--- config.mk ---
export PLATFORM = sky130hd
export DESIGN_NAME = mux_serializer
export DESIGN_NICKNAME = d
export VERILOG_FILES = /design/src/rtl/mux_serializer.sv
export SDC_FILE = /design/constraint.sdc
export NUM_CORES = 1
export LEC_CHECK = 0
export BUFFER_PORTS_ARGS = -buffer_cell sky130_fd_sc_hd__buf_2
export CAP_MARGIN = 10
export CELL_PAD_IN_SITES_DETAIL_PLACEMENT = 1
export CELL_PAD_IN_SITES_GLOBAL_PLACEMENT = 2
export CORE_MARGIN = 4
export CORE_UTILIZATION = 28
export CTS_CLUSTER_DIAMETER = 50
export DETAILED_ROUTE_END_ITERATION = 16
export PLACE_DENSITY_LB_ADDON = 0.1
export SLEW_MARGIN = 10
export SYNTH_ARGS = -nofsm -noshare
export SYNTH_HDL_FRONTEND = slang
export SYNTH_SLANG_ARGS = --single-unit
--- constraint.sdc ---
create_clock -name clk -period 1.4 [get_ports clk]
set_input_delay 0.21 -clock clk [delete_from_list [all_inputs] [get_ports clk]]
set_output_delay 0.21 -clock clk [all_outputs]
set_load 0.01 [all_outputs]
--- src/rtl/mux_serializer.sv ---
// mux_serializer: 8-bit parallel-to-serial sequencer
// that steps the select of an 8:1 bit mux.
module mux_serializer #(
  parameter int unsigned CLKS_PER_BIT = 1,
  parameter bit          MSB_FIRST    = 1'b0
) (
  input  logic       clk,
  input  logic       rst_n,
  input  logic [7:0] din,
  input  logic       din_valid,
  output logic       din_ready,
  output logic [7:0] word,
  output logic [2:0] sel,
  output logic       sout,
  output logic       sout_valid,
  output logic       last,
  output logic       busy
);

  localparam int unsigned CNT_W =
    (CLKS_PER_BIT > 1) ? $clog2(CLKS_PER_BIT) : 1;
  localparam logic [CNT_W-1:0] CNT_MAX =
    CNT_W'(CLKS_PER_BIT - 1);
  localparam logic [2:0] SEL_FIRST =
    MSB_FIRST ? 3'd7 : 3'd0;

  typedef enum logic {
    IDLE  = 1'b0,
    SHIFT = 1'b1
  } state_e;

  state_e           state_q, state_d;
  logic [7:0]       word_q, word_d;
  logic [2:0]       sel_q, sel_d;
  logic [CNT_W-1:0] cnt_q, cnt_d;
  logic [2:0]       bitn_q, bitn_d;

  logic shifting;
  logic cnt_end;
  logic bit_end;
  logic ready_core;
  logic accept;

  assign shifting = (state_q == SHIFT);
  assign cnt_end  = (cnt_q == CNT_MAX);
  assign bit_end  = (bitn_q == 3'd7);

  // rst_n only gates the visible ready; the flops
  // are already held by the async reset.
  assign ready_core =
    !shifting || (bit_end && cnt_end);
  assign accept = din_valid && ready_core;

  always_ff @(posedge clk or negedge rst_n) begin
    if (!rst_n) begin
      state_q <= IDLE;
    end else begin
      state_q <= state_d;
    end
  end

  always_comb begin
    state_d = state_q;
    unique case (state_q)
      IDLE: begin
        if (accept) begin
          state_d = SHIFT;
        end
      end
      SHIFT: begin
        if (cnt_end && bit_end && !accept) begin
          state_d = IDLE;
        end
      end
      default: state_d = IDLE;
    endcase
  end

  always_comb begin
    din_ready  = rst_n && ready_core;
    sout_valid = shifting;
    busy       = shifting;
    last       = shifting && bit_end;
    sout       = shifting ? word_q[sel_q] : 1'b0;
    word       = word_q;
    sel        = sel_q;
  end

  always_ff @(posedge clk or negedge rst_n) begin
    if (!rst_n) begin
      word_q <= 8'h00;
      sel_q  <= 3'd0;
      cnt_q  <= '0;
      bitn_q <= 3'd0;
    end else begin
      word_q <= word_d;
      sel_q  <= sel_d;
      cnt_q  <= cnt_d;
      bitn_q <= bitn_d;
    end
  end

  always_comb begin
    word_d = word_q;
    sel_d  = sel_q;
    cnt_d  = cnt_q;
    bitn_d = bitn_q;
    unique case (1'b1)
      accept: begin
        word_d = din;
        sel_d  = SEL_FIRST;
        cnt_d  = '0;
        bitn_d = 3'd0;
      end
      (shifting && !cnt_end): begin
        cnt_d = cnt_q + CNT_W'(1);
      end
      (shifting && cnt_end && !bit_end): begin
        cnt_d  = '0;
        bitn_d = bitn_q + 3'd1;
        sel_d  = MSB_FIRST ? sel_q - 3'd1
                           : sel_q + 3'd1;
      end
      default: begin
        if (shifting) begin
          cnt_d = '0;
        end
      end
    endcase
  end

endmodule

==> qor.csv <==
stage,metric,value,unit
status,outcome,finished with violations,
status,failing checks,setup timing,
sta,setup_tns,-2.790,ns
cells_and_area,share of cells above drive strength 1,63.92,%
sta,final setup violating endpoints,17,
drt,DRT antenna net count,0,
placement,IO Port Bufs,26,
drt,DR WL/cell,14.85,um
grt,number of global-route vias before repair,628,
sta,FMAX,0.5962,GHz
worst_setup_path,CP Launch Type,flop,
synth,Synth Instances,56,
cells_and_area,fin area,1164,sq um
placement,routability cong.,0.7023,
drt,WL final,1.886,mm
clock_network,CTS Buf Count,3,
cells_and_area,"Core Util, Final",44.93,%
floorplan,Ports,27,
drt,# DRC,0,
placement,dpl ws,-0.1065,ns
run,MaxCap Viol Count,0,
worst_setup_path,Worst EP arrival,1.47,ns
worst_setup_path,crit path capture type,primary output,
clock_network,CTS H-tree depth,1,
cells_and_area,Filler cells,279,
synth,Post-synth EDFFs,0,
power_and_ir_drop,Design Power,2.754,mW
sta,RSZ-0062 raised after global routing,yes,
floorplan,Die ar.,3733,sq um
synth,register area share after synthesis,50.71,%
sta,Final Hold Fails,0,
synth,Synth Flop Type,dfrtp_1,
power_and_ir_drop,worst vdd ir,1085,uV
sta,Max Transition Viols Final,0,
floorplan,Horiz. Die Dim,61.10,um
grt,first-pass GRT wire length,3.022,mm
sta,Fin Clk Skew,0.0009528,ns
grt,total global-route track usage,11.23,%
drt,Detailed Route Iter0 Violations,7,
power_and_ir_drop,PwrDens,2367,nW/um^2
grt,GRT overflow,0,
floorplan,initial core utilization,30.48,%
drt,Vias,604,
synth,ys async rst share,100.0,%
floorplan,Die Height,61.10,um
placement,Post-DP Area,1023,sq um
clock_network,clk root buf,clkbuf_4,
sta,Slew HR,79.39,%
synth,post-synthesis register bit count,16,
synth,Synthesis Warnings,0,
grt,initial antenna violation count,0,
drt,vias per cell,4.756,
clock_network,CTS tree,done,
cells_and_area,Post-Layout Cell Count,127,
sta,slack of the critical path,-0.2773,ns
clock_network,"CTS clk-pin slew, worst paths",0.09,ns
synth,synthesized area per cell,14.10,sq um
cells_and_area,"commonest non-fill, non-tap cells in the layout","buf_2, dfrtp_1, mux2_4",
cells_and_area,# diodes,0,
grt,largest net degree at the start of global routing,17,
drt,DRT Pass-1 Iters,2,
sta,min Tclk post-route,1.677,ns
synth,Mapped Nets,70,
clock_network,CTS Sinks,16,
worst_setup_path,critical path required time,1.19,ns
cells_and_area,Final nets,112,
synth,Synth cell types,26,
sta,worst slew pin tran,0.3092,ns
sta,Tcrit/Tclk final,119.8,%
cells_and_area,Area Growth Syn to Fin,47.39,%
synth,synthesized area,789.5,sq um
sta,worst hold slack,0.1421,ns
worst_setup_path,Crit Path Max Fanout,3,
worst_hold_path,Hold Path Class,in -> reg,
cells_and_area,"commonest non-fill, non-tap cell in the layout",buf_2,
clock_network,Clock Tree Buf Depth,2,
floorplan,core area,2590,sq um
worst_setup_path,critical path class,reg -> out,
placement,placed insts,118,
power_and_ir_drop,P_leak,0.5604,nW
placement,dpl hpwl,1.385,mm
clock_network,"Clk Latency, worst-skew pair",0.29,ns
floorplan,Core Rows,18,
cell usage after synthesis (2+ instances only):
master,n,share of area [%]
a22o_1,3,3.3
ha_1,3,4.8
mux2_2,11,16
nand2_1,2,0.95
dfrtp_1,16,51
layout make-up:
class	instances	area, sq um	share of cell area [%]
clock buffers	4	36.28	3.118
well taps	30	37.54	3.226
multi-input cells	37	425.4	36.56
flip-flops and latches	16	400.4	34.41
inverters	1	3.754	0.3226
repair buffers	39	260.3	22.37
report_power, final:
group / total [mW] / leakage (nW) / switching [mW] / internal (mW)
clock network: 0.311 / 0.0210 / 0.152 / 0.159
registers: 0.864 / 0.190 / 0.179 / 0.684
logic: 1.58 / 0.349 / 0.620 / 0.960
total: 2.75 / 0.560 / 0.951 / 1.80
worst max-delay path: stages (launching register included):
cell and delay, ns:
dfrtp_1 0.40, buf_4 0.15, mux4_2 0.20, nor2_1 0.04, a311oi_1 0.21, buf_2 0.18
metal layers:
layer  GRT usage, %  wire length (um)  up-vias  part of all wire, %
li1               -                 -      286                    -
met1          14.71               849      291                   45
met3          3.983               147        4                  7.8
met2          16.77               856       23                   45
met5              0                 0        -                    0
met4          4.644                34        0                  1.8
kinds of logic (layout without fill, tap and decap cells):
group                    Yosys count  count (layout)  synth area share, %
flip-flops                        16              16                50.71
AND/OR/NAND/NOR                   11              11                9.985
buffers and inverters              3              44                3.169
AO/OA/AOI/OAI                     10              10                11.57
adder cells (fa/ha/maj)            3               3                4.755
multiplexers                      13              13                19.81
path summary, 6_finish.rpt:
kind	startpoint	to	slack [ns]	depth (start not counted)
worst min-delay path	din[6]	word[6]	0.14	2
worst max register to register	bitn_q[1]	word[4]	-0.17	7
max in group asynchronous	rst_n	bitn_q[0]	0.82	3
worst max-delay path	sel[1]	sout	-0.28	5
worst min register to register	word[5]	word[5]	0.54	1
min in group asynchronous	rst_n	cnt_q	0.39	3
flip-flops by register name, indices dropped and copies added (netlist names):
| name | count |
|---|---|
| sel | 3 |
| busy | 1 |
| word | 8 |
| cnt_q | 1 |
| bitn_q | 3 |
repair_timing:
item,CTS,global route
pin swaps,7,4
gates resized for setup,16,0
endpoints found under the setup margin,16,17
hold endpoints to repair,16,0
hold buffers,1,0
setup buffers,3,1
Power figures use the tool's default switching activity.
